File: src/rtl/fetch_ctrl_pkg.sv
// Fetch controller shared types and defaults.
// FSM encoding is visible on the debug state port.
package fetch_ctrl_pkg;

  typedef enum logic [1:0] {
    S_BOOT = 2'd0,
    S_RUN  = 2'd1,
    S_WAIT = 2'd2,
    S_HALT = 2'd3
  } fc_state_t;

  localparam int BOOT_HOLD_DEF = 2;
  localparam int CNT_W_DEF     = 16;

endpackage

File: src/rtl/fetch_ctrl_if.sv
// Fetch controller signal bundle.
// slave = controller side, master = pipeline/testbench side.
interface fetch_ctrl_if
  import fetch_ctrl_pkg::*;
#(
  parameter int CNT_W = CNT_W_DEF
);
  logic             hazard_stall;
  logic             imem_ready;
  logic             ex_br_taken;
  logic [31:0]      ex_br_target;
  logic             trap_req;
  logic [31:0]      trap_target;
  logic             halt_req;
  logic             imem_req;
  logic             pc_stall;
  logic             ex_redirect_taken;
  logic [31:0]      ex_branch_target;
  logic             flush_ifid;
  logic             flush_idex;
  logic [CNT_W-1:0] redirect_cnt;
  logic [CNT_W-1:0] stall_cnt;
  logic [1:0]       state;

  modport slave (
    input  hazard_stall, imem_ready,
    input  ex_br_taken, ex_br_target,
    input  trap_req, trap_target, halt_req,
    output imem_req, pc_stall,
    output ex_redirect_taken, ex_branch_target,
    output flush_ifid, flush_idex,
    output redirect_cnt, stall_cnt, state
  );

  modport master (
    output hazard_stall, imem_ready,
    output ex_br_taken, ex_br_target,
    output trap_req, trap_target, halt_req,
    input  imem_req, pc_stall,
    input  ex_redirect_taken, ex_branch_target,
    input  flush_ifid, flush_idex,
    input  redirect_cnt, stall_cnt, state
  );
endinterface

File: src/rtl/fetch_ctrl_sat_counter.sv
// Saturating up-counter with synchronous clear.
// Sticks at all-ones instead of wrapping.
module sat_counter #(
  parameter int W = 16
) (
  input  logic         clk,
  input  logic         clr,
  input  logic         inc,
  output logic [W-1:0] cnt
);
  logic [W-1:0] cnt_q;
  logic [W-1:0] cnt_d;

  always_comb begin
    cnt_d = cnt_q;
    if (inc && !(&cnt_q))
      cnt_d = cnt_q + 1'b1;
  end

  always_ff @(posedge clk) begin
    if (clr) cnt_q <= '0;
    else     cnt_q <= cnt_d;
  end

  assign cnt = cnt_q;
endmodule

File: src/rtl/fetch_ctrl.sv
// Fetch control: boot hold, imem wait, redirect
// arbitration (halt > trap > branch) and stats.
module fetch_ctrl
  import fetch_ctrl_pkg::*;
#(
  parameter int BOOT_HOLD = BOOT_HOLD_DEF,
  parameter int CNT_W     = CNT_W_DEF
) (
  input logic        clk,
  input logic        rst,
  fetch_ctrl_if.slave bus
);
  fc_state_t   state_q, state_d;
  logic [3:0]  boot_cnt_q, boot_cnt_d;
  logic        pend_vld_q, pend_vld_d;
  logic        pend_trap_q, pend_trap_d;
  logic [31:0] pend_tgt_q, pend_tgt_d;

  logic        take_trap, take_br, accept;
  logic        sel_vld, sel_trap;
  logic [31:0] sel_tgt;
  logic        redir_inc, stall_inc;

  always_comb begin
    state_d    = state_q;
    boot_cnt_d = boot_cnt_q;
    pend_vld_d  = pend_vld_q;
    pend_trap_d = pend_trap_q;
    pend_tgt_d  = pend_tgt_q;
    take_trap = 1'b0;
    take_br   = 1'b0;
    accept    = 1'b0;
    sel_vld   = 1'b0;
    sel_trap  = 1'b0;
    sel_tgt   = '0;
    redir_inc = 1'b0;
    stall_inc = 1'b0;
    bus.imem_req          = 1'b0;
    bus.pc_stall          = 1'b1;
    bus.ex_redirect_taken = 1'b0;
    bus.ex_branch_target  = '0;
    bus.flush_ifid        = 1'b0;
    bus.flush_idex        = 1'b0;

    if (!rst) begin
      unique case (state_q)
        S_BOOT: begin
          if (boot_cnt_q == 4'(BOOT_HOLD - 1))
            state_d = S_RUN;
          else
            boot_cnt_d = boot_cnt_q + 4'd1;
        end
        S_RUN, S_WAIT: begin
          bus.imem_req = 1'b1;
          bus.pc_stall = bus.hazard_stall
                       | ~bus.imem_ready;
          stall_inc = bus.pc_stall;
          if (bus.halt_req) begin
            pend_vld_d = 1'b0;
            state_d    = S_HALT;
          end else begin
            // a pending trap is never replaced
            take_trap = bus.trap_req
                      & ~(pend_vld_q & pend_trap_q);
            take_br = bus.ex_br_taken
                    & ~bus.trap_req & ~pend_vld_q;
            accept  = take_trap | take_br;
            sel_vld = pend_vld_q | accept;
            unique case (1'b1)
              take_trap: begin
                sel_trap = 1'b1;
                sel_tgt  = bus.trap_target;
              end
              take_br: begin
                sel_trap = 1'b0;
                sel_tgt  = bus.ex_br_target;
              end
              default: begin
                sel_trap = pend_trap_q;
                sel_tgt  = pend_tgt_q;
              end
            endcase
            if (bus.imem_ready && sel_vld) begin
              bus.ex_redirect_taken = 1'b1;
              bus.ex_branch_target  = sel_tgt;
              redir_inc  = 1'b1;
              pend_vld_d = 1'b0;
            end else begin
              pend_vld_d  = sel_vld;
              pend_trap_d = sel_trap;
              pend_tgt_d  = sel_tgt;
            end
            bus.flush_ifid = accept;
            bus.flush_idex = accept
              | (bus.hazard_stall
                 & ~bus.ex_redirect_taken
                 & ((state_q == S_RUN)
                    | bus.imem_ready));
            state_d = bus.imem_ready ? S_RUN : S_WAIT;
          end
        end
        S_HALT: begin
          state_d = S_HALT;
        end
        default: begin
          state_d = S_BOOT;
        end
      endcase
    end
  end

  always_ff @(posedge clk) begin
    if (rst) begin
      state_q     <= S_BOOT;
      boot_cnt_q  <= '0;
      pend_vld_q  <= 1'b0;
      pend_trap_q <= 1'b0;
      pend_tgt_q  <= '0;
    end else begin
      state_q     <= state_d;
      boot_cnt_q  <= boot_cnt_d;
      pend_vld_q  <= pend_vld_d;
      pend_trap_q <= pend_trap_d;
      pend_tgt_q  <= pend_tgt_d;
    end
  end

  sat_counter #(.W(CNT_W)) u_redir_cnt (
    .clk (clk),
    .clr (rst),
    .inc (redir_inc),
    .cnt (bus.redirect_cnt)
  );

  sat_counter #(.W(CNT_W)) u_stall_cnt (
    .clk (clk),
    .clr (rst),
    .inc (stall_inc),
    .cnt (bus.stall_cnt)
  );

  assign bus.state = state_q;
endmodule

File: src/flat_wrapper.sv
// flat-port wrapper written by rule: the top's interface ports become plain ports
module fetch_ctrl_flat import fetch_ctrl_pkg::*;
#(
  parameter int BOOT_HOLD = BOOT_HOLD_DEF,
  parameter int CNT_W     = CNT_W_DEF
)
  (clk, rst, bus_hazard_stall, bus_imem_ready, bus_ex_br_taken, bus_ex_br_target, bus_trap_req, bus_trap_target, bus_halt_req, bus_imem_req, bus_pc_stall, bus_ex_redirect_taken, bus_ex_branch_target, bus_flush_ifid, bus_flush_idex, bus_redirect_cnt, bus_stall_cnt, bus_state);
  fetch_ctrl_if #(.CNT_W(CNT_W)) bus_i ();
  input logic clk;
  input logic rst;
  input wire logic [$bits(bus_i.hazard_stall)-1:0] bus_hazard_stall;
  input wire logic [$bits(bus_i.imem_ready)-1:0] bus_imem_ready;
  input wire logic [$bits(bus_i.ex_br_taken)-1:0] bus_ex_br_taken;
  input wire logic [$bits(bus_i.ex_br_target)-1:0] bus_ex_br_target;
  input wire logic [$bits(bus_i.trap_req)-1:0] bus_trap_req;
  input wire logic [$bits(bus_i.trap_target)-1:0] bus_trap_target;
  input wire logic [$bits(bus_i.halt_req)-1:0] bus_halt_req;
  output wire logic [$bits(bus_i.imem_req)-1:0] bus_imem_req;
  output wire logic [$bits(bus_i.pc_stall)-1:0] bus_pc_stall;
  output wire logic [$bits(bus_i.ex_redirect_taken)-1:0] bus_ex_redirect_taken;
  output wire logic [$bits(bus_i.ex_branch_target)-1:0] bus_ex_branch_target;
  output wire logic [$bits(bus_i.flush_ifid)-1:0] bus_flush_ifid;
  output wire logic [$bits(bus_i.flush_idex)-1:0] bus_flush_idex;
  output wire logic [$bits(bus_i.redirect_cnt)-1:0] bus_redirect_cnt;
  output wire logic [$bits(bus_i.stall_cnt)-1:0] bus_stall_cnt;
  output wire logic [$bits(bus_i.state)-1:0] bus_state;
  assign bus_i.hazard_stall = bus_hazard_stall;
  assign bus_i.imem_ready = bus_imem_ready;
  assign bus_i.ex_br_taken = bus_ex_br_taken;
  assign bus_i.ex_br_target = bus_ex_br_target;
  assign bus_i.trap_req = bus_trap_req;
  assign bus_i.trap_target = bus_trap_target;
  assign bus_i.halt_req = bus_halt_req;
  assign bus_imem_req = bus_i.imem_req;
  assign bus_pc_stall = bus_i.pc_stall;
  assign bus_ex_redirect_taken = bus_i.ex_redirect_taken;
  assign bus_ex_branch_target = bus_i.ex_branch_target;
  assign bus_flush_ifid = bus_i.flush_ifid;
  assign bus_flush_idex = bus_i.flush_idex;
  assign bus_redirect_cnt = bus_i.redirect_cnt;
  assign bus_stall_cnt = bus_i.stall_cnt;
  assign bus_state = bus_i.state;
  fetch_ctrl #(.BOOT_HOLD(BOOT_HOLD), .CNT_W(CNT_W)) u_core (.clk(clk), .rst(rst), .bus(bus_i));
endmodule
File: config.mk
export PLATFORM = sky130hd
export DESIGN_NAME = fetch_ctrl_flat
export DESIGN_NICKNAME = d
export VERILOG_FILES = /design/src/rtl/fetch_ctrl_pkg.sv /design/src/rtl/fetch_ctrl_if.sv /design/src/rtl/fetch_ctrl_sat_counter.sv /design/src/rtl/fetch_ctrl.sv /design/src/flat_wrapper.sv
export SDC_FILE = /design/constraint.sdc
export NUM_CORES = 1
export LEC_CHECK = 0
export CORE_ASPECT_RATIO = 1.5
export CORE_UTILIZATION = 26
export CTS_CLUSTER_DIAMETER = 100
export DETAILED_ROUTE_END_ITERATION = 7
export PLACE_DENSITY = 0.56
export SLEW_MARGIN = 20
export SYNTH_ARGS = -nofsm -noshare
export SYNTH_HDL_FRONTEND = slang
export SYNTH_HIERARCHICAL = 1
export SYNTH_SLANG_ARGS = --single-unit
File: constraint.sdc
create_clock -name clk -period 3.8 [get_ports clk]
set_clock_uncertainty 0.15 [all_clocks]
set_input_delay 0.76 -clock clk [delete_from_list [all_inputs] [get_ports clk]]
set_output_delay 0.76 -clock clk [all_outputs]
set_load 0.02 [all_outputs]
==> metrics.yaml <==
status:
  status: "completed"
critical_path:
  max_stage_delay_ns: 0.60
  r2r-start: "u_core/bus.state[1]"
  r2r_setup_slack_ns: 0.48
  r2r_end: "u_core/u_redir_cnt/cnt[9]"
  worst-path-max-fanout: 33
  crit_slowest_cell: "clkdlybuf4s50_1"
  cp.required_ns: 2.89
  cp_cell_sequence: "clkdlybuf4s50_1, o31ai_1, or3b_2, buf_12, inv_1, clkdlybuf4s50_1"
  cp-start-kind: "input pin"
  path_class: "in2out"
  end_kind: "output pin"
  crit_top_cell: "clkdlybuf4s50_1"
  arrival_ns: 2.80
  reg2regPathDepth: 12
clock_tree:
  insertion_delay_ns: 0.33
  cts_tree: "built"
  clock-sinks: 72
  root_buffer: "clkbuf_16"
  cts_buffers: 9
  cts_max_level: 3
  clk_pin_slew_ns: 0.06
  clockBufferDepth: 2
  cts_hold_buf: 0
  cts_setup_buffers: 0
floorplan:
  rows: 61
  dieWidth_um: 115.4
  start_util: 0.2682
  coreArea_um2: 18700
  ios: 142
  dieArea_um2: 19860
  die_y_um: 172.1
power:
  ir_worst_vdd_uv: 254.9
  p_seq_frac: 0.309
  leakagePower_nw: 3.049
  power.internal_mw: 1.916
  p_total_mw: 2.832
  swShare: 0.3233
  clkPwrFrac: 0.356
  p_sw_mw: 0.9156
  pwr-share-comb: 0.334
  pwr_density_cell_nw_per_um2: 394.5
synth:
  synthArstFlopShare: 0
  yosysWarnings: 6
  synth_compound_area_frac: 0.1939
  syn-num-nets: 674
  synth_seq_cells: 72
  syn-cell-area_um2: 5015
  synthMuxAreaShare: 0.01697
  synth_cells: 595
  yosysUniqueCellTypes: 54
  synth_area_per_cell_um2: 8.428
  synth_edf_count: 0
  ys_seq_area_frac: 0.2874
  synth_fa_ha_area_frac: 0.01996
  synthFlopType: "dfxtp_1"
  synth_top_family_by_area: "simple AND/OR/NAND/NOR gates"
  synthSimpleGateAreaFrac: 0.3817
  synth-xor-area-share: 0.01223
timing:
  final-max-slew-violation-count: 0
  max_freq_ghz: 0.2695
  fin_setup_tns_ns: 0
  hold-worst-slack_ns: 0.3246
  fin_crit_sh: 0.9766
  maxSlewHeadroom: 0.4145
  grt_setup_unrepaired: "false"
  hold_viol_final: 0
  worst_slew_pin_slew_ns: 0.8702
  setup_viol: 0
  period_needed_ns: 3.711
cells_and_area:
  fin_cells: 977
  final_cell_area_um2: 7178
  drive_gt1_frac: 0.1421
  synthToLayoutAreaGrowth_pct: 43.14
  antennaDiodeCount: 0
  fin_nets: 799
flow_run:
  cap_violations: 0
route:
  routed_wl_um: 16020
  dr.pass1.iters: 4
  drc: 0
  ant_nets: 0
  viasPerCell: 5.054
  wl_per_cell_um: 16.40
  via_count: 4938
  drt_iter0_markers: 253
grt:
  grt_overflow: 0
  grt_max_degree: 56
  antenna_found_initial: 0
  grt_pass1_vias: 4903
  grt_pass1_wl_um: 25470
  grt_use_total: 0.1649
place:
  place.gp.congestion: 0.7489
  placed_area_um2: 6744
  dp_cells: 961
  hpwlAfterDp_um: 11390
  portBuffers: 141
worst_hold_path:
  min_to: "u_core/pend_tgt_q[24]"
  hp-start: "u_core/pend_tgt_q[24]"
  hold_path.class: "reg2reg"
  hold-path-cell-count: 2
## metal layers
metal,vias up,track usage,routed length (um)
met4,0,0.04912,208
li1,2494,-,-
met2,109,0.3010,8219
met1,2325,0.1954,7000
met5,-,0,0
met3,10,0.02559,596
## worst max-delay path by stage
stage | slack (ns) | start | endpoint
after floorplan | 0.33 | u_core/bus.state[0] | u_core/u_redir_cnt/cnt[15]
after global placement | 0.02 | bus_ex_br_taken | bus_ex_branch_target[1]
after detailed placement | 0.005 | bus_ex_br_taken | bus_ex_branch_target[26]
after CTS | 0.007 | bus_ex_br_taken | bus_ex_branch_target[26]
after global routing | 0.003 | bus_ex_br_taken | bus_ex_redirect_taken
final | 0.09 | bus_ex_br_taken | bus_ex_redirect_taken
## cells in the mapped netlist, types with 3 or more instances
| master | instances | share of area |
|---|---|---|
| dfxtp_1 | 72 | 0.29 |
| and3b_1 | 63 | 0.11 |
| nand3_1 | 48 | 0.048 |
| inv_1 | 43 | 0.032 |
| clkbuf_1 | 33 | 0.025 |
| nor4bb_1 | 32 | 0.064 |
| o32ai_1 | 32 | 0.056 |
| a21oi_2 | 31 | 0.054 |
| nor3_1 | 30 | 0.030 |
| nor2_1 | 25 | 0.019 |
| a21oi_1 | 17 | 0.017 |
| nand2_1 | 17 | 0.013 |
| nand4_1 | 9 | 0.011 |
| o31ai_1 | 9 | 0.013 |
| buf_2 | 8 | 0.0080 |
| ha_1 | 8 | 0.020 |
| nor2b_1 | 8 | 0.010 |
| nor3_2 | 7 | 0.014 |
| o21ai_0 | 7 | 0.0070 |
| and4_1 | 6 | 0.010 |
| nor4_1 | 6 | 0.0075 |
| or4_1 | 6 | 0.0090 |
| buf_4 | 5 | 0.0075 |
| or3_1 | 5 | 0.0062 |
| mux2_2 | 4 | 0.0090 |
| mux2i_1 | 4 | 0.0080 |
| nor3b_1 | 4 | 0.0060 |
| xnor2_1 | 4 | 0.0070 |
| a2111oi_0 | 3 | 0.0052 |
| a211oi_1 | 3 | 0.0045 |
| a311oi_1 | 3 | 0.0052 |
| a31oi_1 | 3 | 0.0037 |
| buf_6 | 3 | 0.0067 |
| clkbuf_2 | 3 | 0.0030 |
| nand2b_1 | 3 | 0.0037 |
| xor2_1 | 3 | 0.0052 |
## state kept, by name (all words and copies together) (netlist names)
register / cells
u_core/bus.state: 2
u_core/u_redir_cnt/cnt: 16
u_core/boot_cnt_q: 4
u_core/pend_trap_q: 1
u_core/pend_vld_q: 1
u_core/pend_tgt_q: 32
u_core/u_stall_cnt/cnt: 16
## cell usage in the layout (no fill, tap or decap), types with 30 or more instances in the layout
cell type / synthesis / layout
nand3_1: 48 / 48
nor4bb_1: 32 / 32
and3b_1: 63 / 63
nor3_1: 30 / 30
dlymetal6s2s_1: 2 / 32
clkdlybuf4s50_1: 0 / 107
inv_1: 43 / 43
o32ai_1: 32 / 32
a21oi_2: 31 / 30
dfxtp_1: 72 / 71
## metrics by stage
step,util,setup slack (ns)
after floorplan,-,0.3291
after global placement,0.3607,0.02453
after detailed placement,0.3607,0.005413
after CTS,0.3796,0.007473
after global routing,0.3839,0.002698
final,0.3839,0.08908
## timing repair
item | CTS | global route
endpoints found under the hold margin | 0 | 0
setup endpoints to repair | 0 | 32
resized for setup | 0 | 32
## cell families after synthesis
family                     Yosys count
buffers and inverters               98
DFF                                 72
AOI/OAI and AO/OA                  122
adders and majority gates            8
muxes                                8
and+or+nand+nor                    280
xor gates and xnor gates             7
## power groups by stage
stage	registers [mW]	logic (mW)	clock network [mW]
floorplan	0.889	0.602	0
global placement	0.889	0.952	0
detailed placement	0.892	0.954	0
CTS	0.875	0.959	1.03
global route	0.886	1.04	1.07
finish	0.875	0.947	1.01
## final cells by class
class | count | area, um2
inverters | 43 | 161.4
well taps | 252 | 315.3
fillers | 1900 | 11520
multi-input cells | 425 | 3151
clock buffers | 10 | 239.0
repair buffers | 169 | 1754
clock inverters | 6 | 115.1
flip-flops and latches | 72 | 1443
## critical path, delay by kind of cell
kind                   cells  cell delay, ns
buffers and inverters      4            1.42
AND/OR/NAND/NOR            1            0.50
AO/OA/AOI/OAI              1            0.10
No activity file was read; power rests on OpenSTA's default activity.
